<file path="config.mk">
export PLATFORM = sky130hd
export DESIGN_NAME = alu_share_sched
export DESIGN_NICKNAME = d
export VERILOG_FILES = /design/src/rtl/alu_share_sched.sv
export SDC_FILE = /design/constraint.sdc
export NUM_CORES = 1
export LEC_CHECK = 0
export CAP_MARGIN = 20
export CORE_UTILIZATION = 40
export DETAILED_ROUTE_END_ITERATION = 7
export PLACE_DENSITY = 0.78
export SLEW_MARGIN = 20
export SYNTH_ARGS = -nofsm -noshare
export SYNTH_HDL_FRONTEND = slang
export SYNTH_SLANG_ARGS = --single-unit
</file>
<file path="constraint.sdc">
create_clock -name clk -period 1.6 [get_ports clk]
set_clock_uncertainty 0.15 [all_clocks]
set_input_delay 0.16 -clock clk [delete_from_list [all_inputs] [get_ports clk]]
set_output_delay 0.16 -clock clk [all_outputs]
set_load 0.005 [all_outputs]
</file>
<file path="src/rtl/alu_share_sched.sv">
// ==== alu_share_sched : round-robin scheduler sharing one ALU between two requesters (rev 1.0) ====
`default_nettype none

module alu_share_sched #(
    parameter int N = 4
) (
    input  logic         clk,
    input  logic         rst,
    input  logic [1:0]   req_valid_i,
    output logic [1:0]   req_ready_o,
    input  logic [N-1:0] req0_a_i,
    input  logic [N-1:0] req0_b_i,
    input  logic [N-1:0] req1_a_i,
    input  logic [N-1:0] req1_b_i,
    input  logic [1:0]   req0_op_i,
    input  logic [1:0]   req1_op_i,
    output logic [1:0]   rsp_valid_o,
    input  logic [1:0]   rsp_ready_i,
    output logic [N-1:0] rsp_data_o,
    output logic         rsp_cout_o,
    output logic [N-1:0] alu_a_o,
    output logic [N-1:0] alu_b_o,
    output logic [1:0]   alu_ctrl_o,
    input  logic [N-1:0] alu_out_i,
    input  logic         alu_cout_i
);

    typedef enum logic [1:0] {
        S_IDLE  = 2'd0,
        S_ISSUE = 2'd1,
        S_RESP  = 2'd2
    } state_t;

    state_t       state_q;
    logic         win_q;
    logic         last_grant_q;
    logic [1:0]   rsp_valid_q;
    logic [N-1:0] rsp_data_q;
    logic         rsp_cout_q;
    logic [N-1:0] alu_a_q;
    logic [N-1:0] alu_b_q;
    logic [1:0]   alu_ctrl_q;

    logic         win_d;
    logic [1:0]   grant_d;

    // On a tie the requester that was not granted last time wins.
    always_comb begin
        case (req_valid_i)
            2'b10:   win_d = 1'b1;
            2'b11:   win_d = ~last_grant_q;
            default: win_d = 1'b0;
        endcase
        grant_d = 2'b00;
        if (state_q == S_IDLE && !rst && req_valid_i != 2'b00) begin
            grant_d = win_d ? 2'b10 : 2'b01;
        end
    end

    // The alu_* registers hold the latched operands only while in ISSUE, zero otherwise.
    always_ff @(posedge clk or posedge rst) begin
        if (rst) begin
            state_q      <= S_IDLE;
            win_q        <= 1'b0;
            last_grant_q <= 1'b1;
            rsp_valid_q  <= 2'b00;
            rsp_data_q   <= '0;
            rsp_cout_q   <= 1'b0;
            alu_a_q      <= '0;
            alu_b_q      <= '0;
            alu_ctrl_q   <= 2'b00;
        end else begin
            case (state_q)
                S_IDLE: begin
                    if (req_valid_i != 2'b00) begin
                        win_q        <= win_d;
                        last_grant_q <= win_d;
                        alu_a_q      <= win_d ? req1_a_i  : req0_a_i;
                        alu_b_q      <= win_d ? req1_b_i  : req0_b_i;
                        alu_ctrl_q   <= win_d ? req1_op_i : req0_op_i;
                        state_q      <= S_ISSUE;
                    end
                end
                S_ISSUE: begin
                    rsp_data_q  <= alu_out_i;
                    rsp_cout_q  <= alu_ctrl_q[1] ? 1'b0 : alu_cout_i;
                    rsp_valid_q <= win_q ? 2'b10 : 2'b01;
                    alu_a_q     <= '0;
                    alu_b_q     <= '0;
                    alu_ctrl_q  <= 2'b00;
                    state_q     <= S_RESP;
                end
                S_RESP: begin
                    if (rsp_ready_i[win_q]) begin
                        rsp_valid_q <= 2'b00;
                        state_q     <= S_IDLE;
                    end
                end
                default: state_q <= S_IDLE;
            endcase
        end
    end

    assign req_ready_o = grant_d;
    assign rsp_valid_o = rsp_valid_q;
    assign rsp_data_o  = rsp_data_q;
    assign rsp_cout_o  = rsp_cout_q;
    assign alu_a_o     = alu_a_q;
    assign alu_b_o     = alu_b_q;
    assign alu_ctrl_o  = alu_ctrl_q;

endmodule

`default_nettype wire

</file>
* Word-level counts from Yosys, hierarchy flattened
Cells that the tools add are included.
** Word-level totals
- Register bits :: 21
- Input port bits :: 31
- Output and inout bits :: 19
- Logic and storage cells :: 48
** Cells by class
- $lt $le $gt $ge :: 1
- Eq/ne operators :: 6
- Mux-type cells :: 20
- Bitwise gates (word level) :: 1
- Reductions and logical operators :: 11
** Operators with widths (number)
- 4-bit 2-to-1 mux :: 4
- 4-bit one-hot mux with 2 select lines :: 2
- 2-bit 2-to-1 mux :: 7
- 2-bit one-hot mux with 2 select lines :: 2
- 2-bit AND reduction :: 4
- 2-bit == test (second input constant) :: 3
- 2-bit one-hot mux with 3 select lines :: 1
- 2-bit nonzero test :: 3
- 1-bit 2-to-1 mux :: 3
- 2-bit by 1-bit == test with 1-bit output (second input constant) :: 1
- 1-bit logical AND :: 2
- 2-bit zero test :: 1
- 1-bit by 2-bit less-than comparator with 1-bit output (second input constant) :: 1
- 2-bit by 1-bit != test with 1-bit output (second input constant) :: 1
- 2-bit != test (second input constant) :: 1
- 1-bit one-hot mux with 2 select lines :: 1
- 1-bit zero test :: 1
- 1-bit inverter :: 1

* Logic depth before layout (Yosys ltp)
- Depth after elaboration :: 5
- Gate-level depth with buffers :: 5
- Mapped depth without buffers :: 3

* Least setup slack after synthesis
Ideal clock, no wire load.
- Kind :: register -> output
- Start point :: register state_q[1]
- End point :: output port req_ready_o[1]
- Data arrival time :: 1.050 ns
- Data required time :: 1.290 ns
- Path slack :: 0.240 ns
- Stages on the path, launching flop included :: 5
- Path buffers :: 1
- Path through :: dfrtp_1 > nor2_2 > o21ai_2 > buf_6 > nor3_1
** Between the ends
- Longest elaborated chain between the ends :: 4
** RTL lines
- from (decl) :: RTL line 34 : state_t state_q;
- from (signal assigned) :: RTL line 63 : state_q <= S_IDLE;
- from (signal assigned) :: RTL line 81 : state_q <= S_ISSUE;
- from (signal assigned) :: RTL line 91 : state_q <= S_RESP;
- 2-bit zero test :: RTL line 55 : if (state_q == S_IDLE && !rst && req_valid_i != 2'b00) begin
- 1-bit logical AND (2 in series) :: RTL line 55
- 2-bit 2-to-1 mux :: RTL line 55
- to (decl) :: RTL line 10 : output logic [1:0] req_ready_o,
Every way passes these cells.

* Worst setup path in the final report
- Start point :: register last_grant_q
- End point :: output port req_ready_o[0]
** Between the ends
- Longest elaborated chain between the ends :: 4
** RTL lines
- from (decl) :: RTL line 36 : logic last_grant_q;
- from (signal assigned) :: RTL line 77 : last_grant_q <= win_d;
- 1-bit inverter :: RTL line 51 : 2'b11: win_d = ~last_grant_q;
- 1-bit one-hot mux with 2 select lines :: RTL line 49 : case (req_valid_i)
- 2-bit 2-to-1 mux :: RTL line 56 : grant_d = win_d ? 2'b10 : 2'b01;
- 2-bit 2-to-1 mux :: RTL line 55
Every way passes these cells.

==> key figures <==
Die
  – Die area: about 2800 um2
  – Num rows: 18
  – Io pins: 50
  – Die Width: ~53 um
  – DIE HEIGHT: between 50 and 60 um
  – Core Box Area: about 2500 um2
  – Initial Util: a little over two fifths

Logic synthesis
  – Cell area after synthesis: approximately 1000 um2
  – Post-synth EDFFs: 0
  – #FFs+latches synth: 21
  – Total nets after synthesis: 120
  – Post-synth top area cell: dfrtp_1
  – Dominant cells by area after synthesis: dfrtp_1 48%, mux2i_1 20%, nand2_1 4.7%
  – Number of distinct library cells after synthesis: 23
  – Register area share after synthesis: between 50% and 60%
  – Synth top area share: between 40% and 50%
  – Cell count after synthesis: between 80 and 90
  – Async S/R FF share, synth: 100%
  – Synthesized area per cell: ~12 um2
  – Synth warn: 0
  – Top FF cell, synth: dfrtp_1

Clock tree
  – CTS Root Cell: clkbuf_4
  – H-tree levels: 1
  – CTS Sinks: 21
  – CTS tree: done
  – Clock tree buffer depth: 2
  – Clk Latency, worst-skew pair: between 0.2 and 0.3 ns
  – Cts hold-fix bufs: 0
  – TritonCTS Buffers: 3
  – Clk pin slew, worst setup/hold paths: about 0.11 ns

Detailed routing
  – Detailed-route vias per instance: between 4 and 5
  – DRT Pass-1 Iters: 4
  – Initial DRC Count: 7
  – DRT Wirelength: roughly 2300 um
  – WL per Instance: 12.7 um
  – Via count: a little over 900
  – Residual DRC: 0
  – Antenna Violating Nets Remaining: 0

Hold path
  – Min-delay worst type: in -> async

Worst setup path
  – Crit end category: output port
  – Reg-to-reg critical path endpoint: alu_ctrl_o[1]
  – FF-to-FF path depth: 4
  – WS Path Type: reg -> out
  – Crit-path max FO: 3
  – Critical path required time: between 1 and 1.5 ns
  – Crit Reg-Reg Startpoint: last_grant_q
  – CP arrival: around 1.3 ns
  – R2R Setup Slk: approximately 0.10 ns
  – Worst Setup Start Kind: register
  – Worst setup startpoint: last_grant_q

Place
  – Gpl congestion: 0.667
  – Cells after DPL: ~180
  – HPWL Detailed: ~1800 um
  – Port Buffer Count: just under 50

Timing
  – Unrepaired setup endpoints after global routing: yes
  – Fmax: between 0.6 and 0.7 GHz
  – Tmin final: ~1.6 ns
  – Setup violations, final: 0
  – Max-slew violation count: 0
  – Worst slew margin: 82.1%
  – WHS: approximately 0.15 ns
  – Final Hold Fails: 0
  – Worst-Margin Slew: approximately 0.27 ns
  – Crit share post-route: 97.3%

Layout
  – Fillers: 205
  – Area Growth Syn to Fin: 60.8%
  – Final non-filler cell total: between 150 and 200
  – Most frequent cells in the layout: 47 x clkdlybuf4s50_1, 21 x mux2i_1, 20 x dfrtp_1, 16 x buf_4, 13 x nand2_1
  – Fin nets: ~190
  – Final core occ: between 60% and 70%
  – Commonest non-fill, non-tap cell in the layout: clkdlybuf4s50_1
  – Layout cell share with drive strength beyond 1: 18.8%
  – N_diodes: 0

Global routing
  – GRT overflow: 0
  – Total track usage: a little under a fifth
  – Largest net degree at the start of global routing: 22
  – Initial antenna violation count: 0
  – Vias in the first global route: between 900 and 1000
  – First-pass GRT wire length: approximately 3900 um

Run
  – Max-Cap Viols: 0

Power and ir drop
  – LEAKAGE: slightly above 0.0008 uW
  – Max VDD drop: approximately 1.0 mV
  – Power Dens Cells: about 1600 nW/um2
  – Total Power: about 2700 uW

Outcome
  – Outcome: finished, final reports clean
==> where the power goes <==
group | internal [uW] | switching (uW) | total [uW]
combinational | 937 | 576 | 1510
sequential | 801 | 166 | 967
clock | 96.9 | 151 | 248
total | 1830 | 893 | 2730
==> layer usage <==
layer	wire length (um)	GRT usage (%)	up-vias
met3	166	4.02	0
met4	0	5.26	0
met5	0	0	-
met2	1220	35.9	33
met1	946	21.2	438
li1	-	-	444
==> worst max-delay path by stage <==
stage / to / slack, ns / depth (start not counted)
final: req_ready_o[0] / 0.04 / 3
after floorplan: req_ready_o[1] / 0.24 / 4
after CTS: req_ready_o[0] / 0.02 / 3
after global placement: req_ready_o[1] / -0.28 / 4
after global routing: req_ready_o[0] / -0.02 / 3
after detailed placement: req_ready_o[1] / -0.31 / 4
==> area by class of cell <==
cell class	instances	area [um2]	share of cell area (%)
Timing Repair Buffer	65	601	35.7
Sequential cell	21	527	31.3
Clock buffer	4	26.3	1.56
Multi-Input combinational cell	62	482	28.7
Inverter	2	7.51	0.447
Tap cell	30	37.5	2.23
==> cells in the mapped netlist, types with 2 or more instances <==
cell type   n
buf_6       4
nand2b_1    3
nand2_1    13
nor2_1      2
inv_1       2
a211oi_1    2
mux2i_1    21
mux2_1      4
dfrtp_1    20
nand3b_1    4
a21oi_1     2
==> sequential cells by signal, indices dropped and copies added, names as in the netlist <==
signal,cells
alu_a_o,4
alu_b_o,4
rsp_data_o,4
alu_ctrl_o,2
rsp_valid_o,2
state_q,2
last_grant_q,1
rsp_cout_o,1
win_q,1
==> cell families after synthesis <==
family / after synthesis / share of synthesized area [%]
AOI/OAI and AO/OA: 12 / 8.02
buffers and inverters: 6 / 5.03
and+or+nand+nor: 25 / 12.1
muxes: 25 / 24.4
DFF: 21 / 50.4
==> worst max-delay path, cell delays in order (launching register included) <==
cell	delay, ns
dfstp_2	0.57
a21boi_2	0.07
nor3_2	0.18
buf_2	0.13
==> stage by stage <==
step	TNS, ns	setup slack, ns	cell area (um2)
floorplan	0	0.240	1040
global placement	-0.537	-0.278	1610
detailed placement	-1.22	-0.311	1610
CTS	0	0.0224	1670
global route	-0.0230	-0.0230	1680
finish	0	0.0436	1680
==> timing repair <==
action                     CTS  global route
resized for setup           12             1
gates cloned                 0             0
setup endpoints to repair    2             2
pin swaps                    2             0
setup buffers                4             1
Note: power is estimated with default switching activity, not from simulation.
